`src/rtl/pio_poll_master_pkg.sv`:
```
// Shared definitions for the PIO poll master.
//   poll_state_e : FSM state encoding (IDLE, READ, CMP, WRITE)
//   AddrDisplay / AddrSwitch : Avalon-MM word addresses of the two PIO registers
//   Seg7Table    : active-low {g,f,e,d,c,b,a} patterns for hex digits 0-F
//   seg7_lookup  : table lookup helper used by the decoder
package pio_poll_master_pkg;

   typedef enum logic [1:0] {
      StIdle  = 2'd0,
      StRead  = 2'd1,
      StCmp   = 2'd2,
      StWrite = 2'd3
   } poll_state_e;

   localparam logic AddrDisplay = 1'b0;
   localparam logic AddrSwitch  = 1'b1;

   // Listed from digit F down to digit 0 so that Seg7Table[n] is the pattern for n.
   localparam logic [15:0][6:0] Seg7Table = {
      7'h0E, 7'h06, 7'h21, 7'h46, 7'h03, 7'h08, 7'h10, 7'h00,
      7'h78, 7'h02, 7'h12, 7'h19, 7'h30, 7'h24, 7'h79, 7'h40
   };

   function automatic logic [6:0] seg7_lookup(input logic [3:0] nib);
      return Seg7Table[nib];
   endfunction

endpackage

```
`src/rtl/pio_poll_master_hex7seg_dec.sv`:
```
// Hex to seven-segment decoder (combinational).
//   hex_i : 4-bit value 0-F
//   seg_o : active-low {g,f,e,d,c,b,a} segment pattern
module hex7seg_dec
   import pio_poll_master_pkg::*;
(
   input  logic [3:0] hex_i,
   output logic [6:0] seg_o
);

   always_comb begin
      seg_o = seg7_lookup(hex_i);
   end

endmodule

```
`src/rtl/pio_poll_master.sv`:
```
// Avalon-MM master that periodically reads a switch PIO register and, when the
// value changes (or nothing has been written since reset), writes it to a display
// PIO register.
//
// Optional feature: define PIO_POLL_SEG7_EN to write the value as a seven-segment
// pattern {1'b0, seg} via hex7seg_dec; otherwise the raw nibble {4'h0, last_sw}.
//
// Ports:
//   clk, reset_n            : clock, asynchronous active-low reset
//   enable                  : polling permitted while high
//   avm_address             : 0 = display register, 1 = switch register
//   avm_read / avm_write    : Avalon-MM strobes (never both high)
//   avm_writedata           : display data (8'h00 outside a write)
//   avm_readdata            : switch data, zero read latency
//   avm_waitrequest         : slave stall, master holds everything while high
//   last_sw                 : most recently captured switch value
//   update_count            : completed display writes, wraps 255 -> 0
module pio_poll_master
   import pio_poll_master_pkg::*;
#(
   parameter int unsigned POLL_CYCLES = 50000
) (
   input  logic       clk,
   input  logic       reset_n,
   input  logic       enable,
   output logic       avm_address,
   output logic       avm_read,
   output logic       avm_write,
   output logic [7:0] avm_writedata,
   input  logic [7:0] avm_readdata,
   input  logic       avm_waitrequest,
   output logic [3:0] last_sw,
   output logic [7:0] update_count
);

   localparam int unsigned CntW = $clog2(POLL_CYCLES);
   localparam logic [CntW-1:0] CntMax = CntW'(POLL_CYCLES - 1);

   poll_state_e     state_q, state_d;
   logic [CntW-1:0] cnt_q, cnt_d;
   logic [3:0]      last_sw_q, last_sw_d;
   logic [3:0]      prev_sw_q, prev_sw_d;
   logic [7:0]      upd_cnt_q, upd_cnt_d;
   logic            written_q, written_d;
   logic            tick;
   logic [7:0]      disp_data;
   logic            unused_rd_hi;

   assign unused_rd_hi = ^avm_readdata[7:4];

`ifdef PIO_POLL_SEG7_EN
   logic [6:0] seg;

   hex7seg_dec u_dec (
      .hex_i (last_sw_q),
      .seg_o (seg)
   );

   assign disp_data = {1'b0, seg};
`else
   assign disp_data = {4'h0, last_sw_q};
`endif

   // Poll timer: free-runs 0..POLL_CYCLES-1 while enabled, parked at 0 otherwise.
   always_comb begin
      cnt_d = cnt_q;
      if (!enable) begin
         cnt_d = '0;
      end else if (cnt_q == CntMax) begin
         cnt_d = '0;
      end else begin
         cnt_d = cnt_q + 1'b1;
      end
   end

   // Gated by enable so a count left at max as enable falls cannot start a poll.
   assign tick = enable && (cnt_q == CntMax);

   always_comb begin
      state_d       = state_q;
      last_sw_d     = last_sw_q;
      prev_sw_d     = prev_sw_q;
      upd_cnt_d     = upd_cnt_q;
      written_d     = written_q;
      avm_read      = 1'b0;
      avm_write     = 1'b0;
      avm_address   = AddrDisplay;
      avm_writedata = 8'h00;

      unique case (state_q)
         StIdle: begin
            // Ticks seen in other states are simply ignored (dropped).
            if (tick) begin
               state_d = StRead;
            end
         end
         StRead: begin
            avm_address = AddrSwitch;
            avm_read    = 1'b1;
            if (!avm_waitrequest) begin
               prev_sw_d = last_sw_q;
               last_sw_d = avm_readdata[3:0];
               state_d   = StCmp;
            end
         end
         StCmp: begin
            if ((last_sw_q != prev_sw_q) || !written_q) begin
               state_d = StWrite;
            end else begin
               state_d = StIdle;
            end
         end
         StWrite: begin
            avm_address   = AddrDisplay;
            avm_write     = 1'b1;
            avm_writedata = disp_data;
            if (!avm_waitrequest) begin
               upd_cnt_d = upd_cnt_q + 8'd1;
               written_d = 1'b1;
               state_d   = StIdle;
            end
         end
         default: begin
            state_d = StIdle;
         end
      endcase
   end

   always_ff @(posedge clk or negedge reset_n) begin
      if (!reset_n) begin
         state_q   <= StIdle;
         cnt_q     <= '0;
         last_sw_q <= 4'h0;
         prev_sw_q <= 4'h0;
         upd_cnt_q <= 8'h00;
         written_q <= 1'b0;
      end else begin
         state_q   <= state_d;
         cnt_q     <= cnt_d;
         last_sw_q <= last_sw_d;
         prev_sw_q <= prev_sw_d;
         upd_cnt_q <= upd_cnt_d;
         written_q <= written_d;
      end
   end

   assign last_sw      = last_sw_q;
   assign update_count = upd_cnt_q;

endmodule

```
`config.mk`:
```
export PLATFORM = sky130hd
export DESIGN_NAME = pio_poll_master
export DESIGN_NICKNAME = d
export VERILOG_FILES = /design/src/rtl/pio_poll_master_pkg.sv /design/src/rtl/pio_poll_master_hex7seg_dec.sv /design/src/rtl/pio_poll_master.sv
export SDC_FILE = /design/constraint.sdc
export NUM_CORES = 1
export LEC_CHECK = 0
export CORE_MARGIN = 5
export CORE_UTILIZATION = 54
export CTS_CLUSTER_DIAMETER = 80
export CTS_CLUSTER_SIZE = 12
export DETAILED_ROUTE_END_ITERATION = 8
export GPL_TIMING_DRIVEN = 0
export PLACE_DENSITY = 0.88
export REMOVE_ABC_BUFFERS = 1
export SKIP_LAST_GASP = 1
export SLEW_MARGIN = 20
export SYNTH_ARGS = -nofsm -noshare
export SYNTH_HDL_FRONTEND = slang
export SYNTH_SLANG_ARGS = --single-unit
```
`constraint.sdc`:
```
create_clock -name clk -period 3.25 [get_ports clk]
set_input_delay 0.65 -clock clk [delete_from_list [all_inputs] [get_ports clk]]
set_output_delay 0.65 -clock clk [all_outputs]
set_load 0.01 [all_outputs]
```
==> reports/results.txt <==
Core ar. -> 3030 um^2
flip-flop and latch count after synthesis -> 35
die height -> 66.0 um
Worst Hold Slack -> 360 ps
status -> finished clean
synth unique cells -> 27
vias in the first global route -> 1208
Pwr per Cell Area -> 644 nW/um^2
Most Crowded Layer GR -> met2
setup TNS -> 0 ps
Crit. End Element -> output pin
clk root buf -> clkbuf_4
Critical Path RT -> 2600 ps
Post-Route WL -> 3130 um
NumNets Final -> 199
hold_buf cts -> 0
Mean Syn Cell Area -> 10.7 um^2
drt wl/cell -> 13.6 um
Design Area, Final -> 2010 um^2
Ys Warns -> 0
unrepaired setup endpoints after global routing -> false
min cycle time layout -> 2300 ps
Placed Area -> 1960 um^2
ANT cells -> 0
Top Ports -> 35
Slew @ Worst Pin -> 740 ps
CTS tree -> done
number of flops mapped to enable cells by yosys -> 0
flip-flop and latch area -> 876 um^2
grt total ovfl -> 0
Slew headroom -> 50.7%
Leakage -> 0.857 nW
fmax -> 435 MHz
drt first pass iters -> 4
DRC viols -> 0
Routed Antenna Nets -> 0
peak supply drop -> 0.000470 V
met1 usage -> 19.9%
footprint of the multi-input gates -> 752 um^2
Max-Cap Viols -> 0
Post-synth top flop -> dfrtp_1
final hold vios -> 0
GPL Wtd Cong -> 0.896
Netlist Area Pre-Place -> 1690 um^2
Worst-Skew Late Latency -> 340 ps
Worst Skew -> 15.4 ps
CTS H-tree lvls -> 2
Post-Syn Instances -> 158
Async SR Flop Fraction -> 100%
share of post-route cells with drive strength above 1 -> 10.8%
drt via density -> 5.18
DP HPWL -> 2350 um
pin count of the biggest net entering global routing -> 36
Critical Path Start Type -> flop
Area Overhead vs Synth -> 18.6%
Filler Cells Inserted -> 252
GR met2 Demand/Resource -> 28.7%
Clock Tree Buf Depth -> 2
max-slew violations -> 0
crit-path max FO -> 11
first-pass GRT wire length -> 5460 um
Seq/Total Area, Yosys -> 51.7%
vias -> 1191
Critical Path AT -> 1650 ps
die area -> 4350 um^2
met3 global-route usage -> 3.06%
clk slew on worst S/H paths -> 100 ps
CTS resizes -> 0
initial antenna violation count -> 0
First DRT Iteration DRCs -> 35
post-layout util -> 66.3%
Starting Density -> 55.9%
kind of critical path -> flop to output pin
GRT Util Overall -> 16.8%
Final Cycle Share -> 70.7%
clock sink count -> 35
Chip Width -> 66.0 um
IO buf count -> 26
row count -> 20
cts bufs inserted -> 5
Worst Hold Class -> input pin to async pin
post-CTS setup buffers -> 0
Setup violations, final -> 0
-- cells in the final DEF (no fill, tap or decap) --
cell	n
nor3_1	6
nor4b_2	2
ha_1	2
and3_1	5
dfrtp_1	35
clkbuf_4	5
nand2b_1	1
buf_2	1
nand4_1	6
nand2_1	9
and3_2	1
nor2_1	20
clkinv_2	1
clkbuf_1	2
a21oi_1	1
nand3_1	9
nor2b_1	2
xor2_1	10
a31o_2	1
inv_1	5
nand3b_1	1
clkdlybuf4s50_1	25
and2_1	2
conb_1	4
and4b_1	1
mux2_2	9
nor4_1	3
a311o_1	1
or4b_1	1
xnor2_1	15
-- report_power, final --
part	internal, mW	switching, mW	total, mW
registers	0.531	0.115	0.646
logic	0.260	0.163	0.422
clock network	0.0842	0.139	0.224
-- logic make-up after synthesis --
| group | count (synthesis) | synth area share [%] |
|---|---|---|
| simple gates | 69 | 21.7 |
| buf+inv | 14 | 4.51 |
| compound gates | 3 | 1.40 |
| xor+xnor | 25 | 12.9 |
| mux | 9 | 5.99 |
| other cells | 1 | 0.222 |
| flops | 35 | 51.7 |
| fa+ha+maj | 2 | 1.48 |
-- routing by layer --
| metal | routed length [um] | vias up | part of all wire (%) |
|---|---|---|---|
| met1 | 1360 | 577 | 43 |
| met2 | 1560 | 29 | 50 |
| li1 | - | 578 | - |
| met3 | 132 | 7 | 4.2 |
| met5 | 0 | - | 0 |
| met4 | 76 | 0 | 2.4 |
-- state kept, by name, summed over array words and instances (netlist names) --
name          flops
state_q           2
last_sw           4
cnt_q            16
prev_sw_q         4
update_count      8
written_q         1
-- through the flow --
stage                     total power, mW  std cells  setup WS [ps]
final                                1.29        230            951
after detailed placement             1.08        222            906
after CTS                            1.31        230            940
after floorplan                     0.859        152           1440
after global placement               1.06        222            894
after global routing                 1.38        230            837
-- worst max-delay path, stage by stage, from the launching register on --
cell and delay (ps):
dfrtp_1 510, nor2b_1 230, clkdlybuf4s50_1 570
-- path summary, 6_finish.rpt --
kind | startpoint | slack (ps) | endpoint | cells past startpoint
hold / removal | reset_n | 360 | update_count[2]$_DFFE_PN0P_ | 1
hold reg to reg | update_count[7]$_DFFE_PN0P_ | 490 | update_count[7]$_DFFE_PN0P_ | 1
min in group clk | update_count[7]$_DFFE_PN0P_ | 490 | update_count[7]$_DFFE_PN0P_ | 1
setup reg to reg | state_q[0]$_DFFE_PN0P_ | 1400 | prev_sw_q[1]$_DFFE_PN0P_ | 3
setup / recovery | state_q[0]$_DFFE_PN0P_ | 950 | avm_address | 2
max in group asynchronous | reset_n | 2400 | cnt_q[0]$_DFF_PN0_ | 1
-- layout make-up --
| cell class | count | share of cell area [%] |
|---|---|---|
| well taps | 44 | 2.74 |
| inverters | 5 | 0.935 |
| multi-input cells | 112 | 37.5 |
| clock buffers | 7 | 2.24 |
| repair buffers | 26 | 12.7 |
| flip-flops and latches | 35 | 43.6 |
| clock inverters | 1 | 0.249 |
-- cell usage after synthesis, types with 2 or more instances --
| cell type | n | area share (%) |
|---|---|---|
| and3_1 | 5 | 1.8 |
| xor2_1 | 10 | 5.2 |
| ha_1 | 2 | 1.5 |
| mux2_2 | 9 | 6.0 |
| nor2_1 | 20 | 4.4 |
| nor3_1 | 6 | 1.8 |
| nand2_1 | 9 | 2.0 |
| inv_1 | 5 | 1.1 |
| nand4_1 | 6 | 2.2 |
| and2_1 | 2 | 0.74 |
| dfrtp_1 | 35 | 52 |
| buf_2 | 4 | 1.2 |
| nor4_1 | 3 | 1.1 |
| nor4b_2 | 2 | 1.8 |
| xnor2_1 | 15 | 7.8 |
| nand3_1 | 9 | 2.7 |
| buf_4 | 5 | 2.2 |
| nor2b_1 | 2 | 0.74 |
No activity file was read; power rests on OpenSTA's default activity.
